### src/rtl/muldiv_if.sv
// Request/response bundle between the execute-stage datapath and the mul/div unit.
// The datapath drives the request; the unit returns status and the HI/LO registers.
interface muldiv_if #(
    parameter int WIDTH = 32
);
    logic             start;
    logic [2:0]       md_op;
    logic [WIDTH-1:0] num1;
    logic [WIDTH-1:0] num2;
    logic             busy;
    logic             done;
    logic             op_invalid;
    logic [WIDTH-1:0] hi;
    logic [WIDTH-1:0] lo;

    modport master (
        output start, md_op, num1, num2,
        input  busy, done, op_invalid, hi, lo
    );

    modport slave (
        input  start, md_op, num1, num2,
        output busy, done, op_invalid, hi, lo
    );
endinterface

### src/rtl/muldiv_unit.sv
// Iterative multiply/divide unit with architectural HI/LO registers.
// It uses one shift-add or restoring-subtract step per cycle on operand magnitudes, then applies sign correction.
module muldiv_unit #(
    parameter int WIDTH = 32
) (
    input logic     clk,
    input logic     reset,
    muldiv_if.slave md
);
    localparam int               CNT_W    = $clog2(WIDTH + 1);
    localparam logic [CNT_W-1:0] CNT_INIT = CNT_W'(WIDTH);
    localparam logic [CNT_W-1:0] CNT_ONE  = CNT_W'(1);

    localparam logic [1:0] IDLE   = 2'd0;
    localparam logic [1:0] RUN    = 2'd1;
    localparam logic [1:0] FINISH = 2'd2;

    logic [1:0]       state;
    logic [CNT_W-1:0] cnt;
    logic             done_r;
    logic             inv_r;
    logic [WIDTH-1:0] hi_r;
    logic [WIDTH-1:0] lo_r;

    logic             is_div;
    logic             neg_q;
    logic             neg_r;
    logic [WIDTH-1:0] opb;
    logic [WIDTH-1:0] acc_hi;
    logic [WIDTH-1:0] acc_lo;

    logic             accept;
    logic             start_md;
    logic [WIDTH:0]   mul_sum;
    logic [WIDTH:0]   div_shift;
    logic [WIDTH:0]   div_diff;

    function automatic logic [WIDTH-1:0] magnitude(input logic [WIDTH-1:0] v,
                                                   input logic             is_signed);
        logic signed [WIDTH-1:0] s;
        s = $signed(v);
        return (is_signed && s < 0) ? $unsigned(-s) : v;
    endfunction

    function automatic logic [WIDTH-1:0] apply_sign(input logic [WIDTH-1:0] m,
                                                    input logic             neg);
        logic signed [WIDTH-1:0] s;
        s = $signed(m);
        return neg ? $unsigned(-s) : m;
    endfunction

    function automatic logic [2*WIDTH-1:0] apply_sign_wide(input logic [2*WIDTH-1:0] m,
                                                           input logic               neg);
        logic signed [2*WIDTH-1:0] s;
        s = $signed(m);
        return neg ? $unsigned(-s) : m;
    endfunction

    assign accept   = (state == IDLE) && md.start;
    assign start_md = accept && !md.md_op[2];

    always_comb begin
        mul_sum   = {1'b0, acc_hi} + {1'b0, (acc_lo[0] ? opb : '0)};
        div_shift = {acc_hi, acc_lo[WIDTH-1]};
        div_diff  = div_shift - {1'b0, opb};
    end

    // Control: FSM, iteration counter, status pulses and architectural HI/LO.
    always_ff @(posedge clk) begin
        if (reset) begin
            state  <= IDLE;
            cnt    <= '0;
            done_r <= 1'b0;
            inv_r  <= 1'b0;
            hi_r   <= '0;
            lo_r   <= '0;
        end else begin
            done_r <= 1'b0;
            inv_r  <= 1'b0;
            case (state)
                IDLE: begin
                    if (accept) begin
                        case (md.md_op)
                            3'd0, 3'd1, 3'd2, 3'd3: begin
                                state <= RUN;
                                cnt   <= CNT_INIT;
                            end
                            3'd4:    hi_r  <= md.num1;
                            3'd5:    lo_r  <= md.num1;
                            default: inv_r <= 1'b1;
                        endcase
                    end
                end
                RUN: begin
                    cnt <= cnt - CNT_ONE;
                    if (cnt == CNT_ONE) state <= FINISH;
                end
                FINISH: begin
                    state  <= IDLE;
                    done_r <= 1'b1;
                    if (is_div) begin
                        hi_r <= apply_sign(acc_hi, neg_r);
                        lo_r <= apply_sign(acc_lo, neg_q);
                    end else begin
                        {hi_r, lo_r} <= apply_sign_wide({acc_hi, acc_lo}, neg_q);
                    end
                end
                default: state <= IDLE;
            endcase
        end
    end

    // Datapath: magnitudes in, one iteration step per RUN cycle; no reset needed.
    always_ff @(posedge clk) begin
        if (start_md) begin
            is_div <= md.md_op[1];
            neg_q  <= md.md_op[0] & (md.num1[WIDTH-1] ^ md.num2[WIDTH-1]);
            neg_r  <= md.md_op[0] & md.num1[WIDTH-1];
            opb    <= magnitude(md.num2, md.md_op[0]);
            acc_lo <= magnitude(md.num1, md.md_op[0]);
            acc_hi <= '0;
        end else if (state == RUN) begin
            if (is_div) begin
                if (!div_diff[WIDTH]) begin
                    acc_hi <= div_diff[WIDTH-1:0];
                    acc_lo <= {acc_lo[WIDTH-2:0], 1'b1};
                end else begin
                    acc_hi <= div_shift[WIDTH-1:0];
                    acc_lo <= {acc_lo[WIDTH-2:0], 1'b0};
                end
            end else begin
                acc_hi <= mul_sum[WIDTH:1];
                acc_lo <= {mul_sum[0], acc_lo[WIDTH-1:1]};
            end
        end
    end

    assign md.busy       = (state != IDLE);
    assign md.done       = done_r;
    assign md.op_invalid = inv_r;
    assign md.hi         = hi_r;
    assign md.lo         = lo_r;
endmodule

### src/flat_wrapper.sv
// flat-port wrapper written by rule: the top's interface ports become plain ports
module muldiv_unit_flat 
#(
    parameter int WIDTH = 32
)
  (clk, reset, md_start, md_md_op, md_num1, md_num2, md_busy, md_done, md_op_invalid, md_hi, md_lo);
  muldiv_if #(.WIDTH(WIDTH)) md_i ();
  input logic clk;
  input logic reset;
  input wire logic [$bits(md_i.start)-1:0] md_start;
  input wire logic [$bits(md_i.md_op)-1:0] md_md_op;
  input wire logic [$bits(md_i.num1)-1:0] md_num1;
  input wire logic [$bits(md_i.num2)-1:0] md_num2;
  output wire logic [$bits(md_i.busy)-1:0] md_busy;
  output wire logic [$bits(md_i.done)-1:0] md_done;
  output wire logic [$bits(md_i.op_invalid)-1:0] md_op_invalid;
  output wire logic [$bits(md_i.hi)-1:0] md_hi;
  output wire logic [$bits(md_i.lo)-1:0] md_lo;
  assign md_i.start = md_start;
  assign md_i.md_op = md_md_op;
  assign md_i.num1 = md_num1;
  assign md_i.num2 = md_num2;
  assign md_busy = md_i.busy;
  assign md_done = md_i.done;
  assign md_op_invalid = md_i.op_invalid;
  assign md_hi = md_i.hi;
  assign md_lo = md_i.lo;
  muldiv_unit #(.WIDTH(WIDTH)) u_core (.clk(clk), .reset(reset), .md(md_i));
endmodule
### config.mk
export PLATFORM = sky130hd
export DESIGN_NAME = muldiv_unit_flat
export DESIGN_NICKNAME = d
export VERILOG_FILES = /design/src/rtl/muldiv_if.sv /design/src/rtl/muldiv_unit.sv /design/src/flat_wrapper.sv
export SDC_FILE = /design/constraint.sdc
export NUM_CORES = 1
export LEC_CHECK = 0
export CORE_MARGIN = 10
export CORE_UTILIZATION = 30
export CTS_BUF_LIST = sky130_fd_sc_hd__clkbuf_8 sky130_fd_sc_hd__clkbuf_16
export CTS_CLUSTER_DIAMETER = 40
export DETAILED_ROUTE_END_ITERATION = 8
export PLACE_DENSITY = 0.49
export SLEW_MARGIN = 15
export SYNTH_ARGS = -nofsm -noshare
export SYNTH_HDL_FRONTEND = slang
export SYNTH_SLANG_ARGS = --single-unit
### constraint.sdc
create_clock -name clk -period 4 [get_ports clk]
set_input_delay 0.6 -clock clk [delete_from_list [all_inputs] [get_ports clk]]
set_output_delay 0.6 -clock clk [all_outputs]
set_load 0.005 [all_outputs]
* After elaboration in Yosys (flattened, before gate mapping)
Cells that the tools add are included.
** Word-level totals
- Bits in registers :: 173
- Input bits :: 70
- Output and inout bits :: 67
- Logic and storage cells :: 87
** Operators by class
- Add/subtract/negate cells :: 8
- Magnitude comparators :: 2
- Eq/ne operators :: 13
- Multiplexer cells :: 29
- Bitwise logic cells :: 5
- Reduce and logical (&&, ||, !) cells :: 18
** Operator list (number)
- $mux 32 :: 16
- $neg 32->32 :: 4
- $pmux 32 s2 :: 2
- $lt 32x1->1 const B :: 2
- $mux 64 :: 1
- $neg 64->64 :: 1
- $add 32x32->33 :: 1
- $sub 33x32->33 :: 1
- $mux 6 :: 2
- $pmux 6 s2 :: 1
- $reduce_and 3->1 :: 4
- $reduce_bool 2->1 :: 4
- $eq 3x2->1 const B :: 2
- $eq 3x3->1 const B :: 2
- $eq 6x1->1 const B :: 1
- $mux 2 :: 3
- $ne 2x2->1 const B :: 3
- $reduce_or 6->1 :: 1
- $sub 6x1->6 const B :: 1
- $logic_and 1x1->1 :: 4
- $ne 2x1->1 const B :: 2
- $pmux 2 s2 :: 1
- $reduce_or 4->1 :: 1
- $eq 3x1->1 const B :: 1
- 10 further kinds :: 14

* Longest topological paths before layout
Gate-level depths: netlist of the first run.
- Depth in word-level cells :: 5
- Mapped depth :: 14
- Depth with buffers taken out :: 12

* Worst setup path before layout of the first run
No wires, ideal clock.
- Path type :: register to register
- From :: reg u_core.acc_lo[12]
- To :: reg u_core.hi_r[13] (netlist: u_core.md.hi[13])
- Library setup time :: 0.115 ns
- Arrival time :: 3.475 ns
- Required time :: 3.885 ns
- Setup slack :: 0.410 ns
- Cell stages (with the launch flop) :: 11
- Buffers on the path :: 1
- Clock period less this slack :: 3.590 ns
- Cells stage by stage :: edfxtp_1 > or4_4 > or4_1 > buf_2 > or4_4 > or2_4 > or3_4 > o31ai_4 > a31oi_1 > xnor2_1 > a2111oi_0
** Between the ends
- Word-level cells in the longest chain between the ends :: 4
** Ends and longest elaborated chain
- start, declared :: line muldiv_unit.sv:30 : logic [WIDTH-1:0] acc_lo;
- start signal, assigned :: line muldiv_unit.sv:120 : acc_lo <= magnitude(md.num1, md.md_op[0]);
- start signal, assigned :: line muldiv_unit.sv:126 : acc_lo <= {acc_lo[WIDTH-2:0], 1'b1};
- start signal, assigned :: line muldiv_unit.sv:129 : acc_lo <= {acc_lo[WIDTH-2:0], 1'b0};
- $neg 64->64 :: line muldiv_unit.sv:56 : return neg ? $unsigned(-s) : m;
- $mux 64 :: line muldiv_unit.sv:56
- $mux 32 :: line muldiv_unit.sv:101 : if (is_div) begin
- $pmux 32 s2 :: line muldiv_unit.sv:80 : case (state)
- end signal, assigned :: line muldiv_unit.sv:88 : 3'd4: hi_r <= md.num1;
- end signal, assigned :: line muldiv_unit.sv:102 : hi_r <= apply_sign(acc_hi, neg_r);
- end signal, assigned :: line muldiv_unit.sv:105 : {hi_r, lo_r} <= apply_sign_wide({acc_hi, acc_lo}, neg_q);
- end, declared :: line muldiv_unit.sv:22 : logic [WIDTH-1:0] hi_r;
No other way between the ends.
A chain may end at the register's enable or synchronous reset.

* Worst setup path after layout of the first run
- From :: reg u_core.acc_lo[4]
- To :: reg u_core.hi_r[9] (netlist: u_core.md.hi[9])
The elaborated chain is that of the path after synthesis.

==> impl_metrics.ini, run 1 <==
[finish]
area_growth_syn_to_layout_pct = 22.32
layout_common_cells = 222 x nor2_1, 145 x nand2_1, 135 x clkdlybuf4s50_1
nets_finish = 2018
layout_cells_sized_above_1 = 0.08047
finish.instance_area_um2 = 16890
insertedDiodeCount = 0
layout.cells.most_common = nor2_1
fillerInstances = 4816
final_core_utilization = 0.3713

[critical_path]
timing.critical_path.arrival_ps = 4140
critPathKind = reg2reg
crit_path_max_fanout = 5
worstRegToRegCells = 9
start_kind = register
crit-reg2reg-capture = u_core.md.hi[9]$_SDFFE_PP0P_
r2r_slack_ps = 200
required_ps = 4340
worst_r2r_startpoint = u_core.acc_lo[4]$_DFFE_PP_
critical_path_sink_type = register

[drt]
drc_errors = 0
detail-route-antenna-nets = 0
wirelength_mm = 50.00
drt-wirelength-per-cell_um = 20.09
tritonroute_pass_1_iters = 5
via_per_inst = 5.374
total_number_of_vias = 13380
drt_iter0_drc = 933

[global_routing]
grt_start_max_net_pins = 80
grt_first_pass_wirelength_mm = 77.22
number_of_global_route_vias_before_repair = 13260
grt_use_total = 0.1790
number_of_antenna_violations_at_the_first_check_in_global_routing = 0
grt.overflow.total = 0

[floorplan]
ios = 137
die_width_um = 234.5
initial_core_util = 0.3035
coreArea_um2 = 45480
y_dimension_of_the_die_um = 234.5
rows = 78
floorplan.die_area_um2 = 54990

[yosys]
synth_largest_type_area_fraction = 0.1537
total_of_flip_flops_plus_latches_after_synthesis = 173
synth_top_flop_cell = dfxtp_1
yosys_warnings = 0
synthesis.nets = 1873
synth_area_leader_cell = dfxtp_1
synth-edff-count = 67
avgSynthCellArea_um2 = 7.975
yosysUniqueCellTypes = 70
total_standard_cell_area_after_synthesis_um2 = 13800
synth.top_cells.by_area = dfxtp_1 15%, edfxtp_1 15%, xnor2_1 7.2%
ys_async_sr_fraction = 0
synthesis.instances = 1731
seq_area_frac_synth = 0.2995

[place]
io_buffers = 136
post_dp_hpwl_mm = 39.84
gp_congestion = 0.9362
placed_cell_area_um2 = 16300

[worst_hold_path]
hold_start = u_core.cnt[1]$_SDFFE_PP0P_
hold_crit_path_type = reg2reg
hold-path-cell-count = 2
whs_endpoint = u_core.cnt[1]$_SDFFE_PP0P_

[power]
power.leakage_nw = 6.387
pwr_density_cell_nw_per_um2 = 467.2
intPower_mw = 4.560
irDropWorstVdd_v = 0.0002866
seqPwrFrac = 0.300
fraction_of_power_consumed_by_the_clock_network = 0.213
sw_frac_of_total = 0.4220
power.net_switching_mw = 3.330
share_comb_of_total_power = 0.487

[sta]
timing_max_transition_violations_final = 0
maxSlewHeadroom = 0.4573
tightest_slew_ps = 814.1
fin_skew_ps = 11.75
rsz_0062_raised_after_global_routing = false
min_period_over_period = 0.9505
whs_ps = 509.6
final-setup-viol-count = 0
fin_tns_setup_ps = 0
final_period_minus_worst_setup_slack_ps = 3802
hold_violations = 0
clock.fmax_ghz = 0.2630

[outcome]
outcome = finished, final reports clean

[clock_network]
post-cts-setup-buffers = 0
max-clock-path-buffers = 2
cts_tree = yes
insertion_delay_of_the_later_clocked_pin_in_the_worst_skew_pair_ps = 450
htreeDepth = 4
clock-root-buffer = clkbuf_16
cts.clk_slew.worst_paths_ps = 70
cts_made_buffers = 17
postCtsHoldBufs = 0
post_cts_resized = 0
cts.sink_count = 173

[run]
timing.max_cap.violations = 0
## through the flow
step	power (mW)	setup slack (ps)	instances
after floorplan	4.741	410.1	1731
after global placement	6.197	219.2	2457
after detailed placement	6.199	143.8	2457
after CTS	7.910	108.3	2489
after global routing	8.422	34.66	2489
final	7.890	197.9	2489
## power groups by stage
| stage | logic, mW | clock network [mW] | registers [mW] |
|---|---|---|---|
| after floorplan | 2.45 | 0 | 2.29 |
| after global placement | 3.80 | 0 | 2.40 |
| after detailed placement | 3.80 | 0 | 2.40 |
| after CTS | 3.81 | 1.74 | 2.36 |
| after global routing | 4.23 | 1.81 | 2.39 |
| final | 3.84 | 1.68 | 2.36 |
## metal layers
layer	global-route usage	share of wire	wire, µm	vias to the layer above
li1	-	-	-	6604
met1	0.2383	0.47	23430	6337
met2	0.2961	0.46	23160	378
met3	0.02312	0.046	2306	56
met4	0.05448	0.022	1112	0
met5	0	0	0	-
## cell type report
type	instances	area, µm²	area share
timing repair buffer	226	2095	0.1240
inverter	69	260.3	0.01541
tap	600	750.7	0.04446
sequential	173	4134	0.2448
clock buffer	18	450.4	0.02667
multi-input combinational	1389	9077	0.5376
clock inverter	14	118.9	0.007039
## how the worst max path moves through the flow
| stage | startpoint | to | slack (ps) | cells past startpoint |
|---|---|---|---|---|
| floorplan | u_core.acc_lo[12]$_DFFE_PP_ | u_core.md.hi[13]$_SDFFE_PP0P_ | 410 | 10 |
| global placement | u_core.acc_lo[4]$_DFFE_PP_ | u_core.md.hi[12]$_SDFFE_PP0P_ | 220 | 9 |
| detailed placement | u_core.acc_lo[4]$_DFFE_PP_ | u_core.md.hi[28]$_SDFFE_PP0P_ | 140 | 9 |
| CTS | u_core.acc_lo[4]$_DFFE_PP_ | u_core.md.hi[12]$_SDFFE_PP0P_ | 110 | 9 |
| global route | u_core.acc_lo[4]$_DFFE_PP_ | u_core.md.hi[17]$_SDFFE_PP0P_ | 30 | 9 |
| finish | u_core.acc_lo[4]$_DFFE_PP_ | u_core.md.hi[9]$_SDFFE_PP0P_ | 200 | 9 |
## synth_stat cells, drive strengths merged, types with 5 or more instances
| cell | count |
|---|---|
| a211oi | 45 |
| a21o | 20 |
| nand3 | 27 |
| inv | 69 |
| a31oi | 24 |
| or2 | 8 |
| a2111oi | 26 |
| edfxtp | 67 |
| buf | 11 |
| or3 | 20 |
| o41ai | 13 |
| ha | 70 |
| nand4 | 10 |
| xor2 | 68 |
| nor2 | 223 |
| a21oi | 128 |
| nand2b | 14 |
| o21ai | 127 |
| o21a | 6 |
| o221ai | 8 |
| nor4 | 19 |
| and2 | 10 |
| o31ai | 27 |
| dfxtp | 106 |
| o22ai | 6 |
| o21bai | 7 |
| a22oi | 14 |
| clkbuf | 89 |
| o211a | 5 |
| nand2 | 145 |
| o211ai | 9 |
| a221oi | 5 |
| nor2b | 12 |
| mux2i | 63 |
| or4 | 22 |
| xnor2 | 113 |
| nor3 | 41 |
## sequential cells by signal (all words and copies together) (netlist names), 2 cells and up
name           flops
u_core.acc_hi     32
u_core.acc_lo     32
u_core.md.hi      32
u_core.md.lo      32
u_core.opb        32
u_core.cnt         6
u_core.state       2
## kinds of logic after synthesis
kind of cell             count (synthesis)  share of synthesized area
flip-flops                             173                     0.2995
AND/OR/NAND/NOR                        563                     0.1872
buffers and inverters                  169                    0.04604
adder cells (fa/ha/maj)                 72                    0.06635
AO/OA/AOI/OAI                          506                     0.2372
multiplexers                            67                    0.04894
XOR/XNOR                               181                     0.1148
## worst max-delay path, cell delays in order (launching register included)
cell and delay (ps):
edfxtp_1 470, or4_1 650, nor4_4 270, or4b_2 630, or2_4 300, or3_4 440
a21oi_4 230, a22oi_1 140, xnor2_1 160, a2111oi_0 380
No activity file was read; power rests on OpenSTA's default activity.
==> inputs of run 2 (changes only) <==
CTS_CLUSTER_SIZE = 8   (was not set)
==> results of run 2 <==
Final layout, timing and power as in run 1 (identical DEF).
==> inputs of run 3 (changes only) <==
SKIP_LAST_GASP = 1   (was not set)
==> results of run 3 <==
Final layout, timing and power as in run 1 (identical DEF).
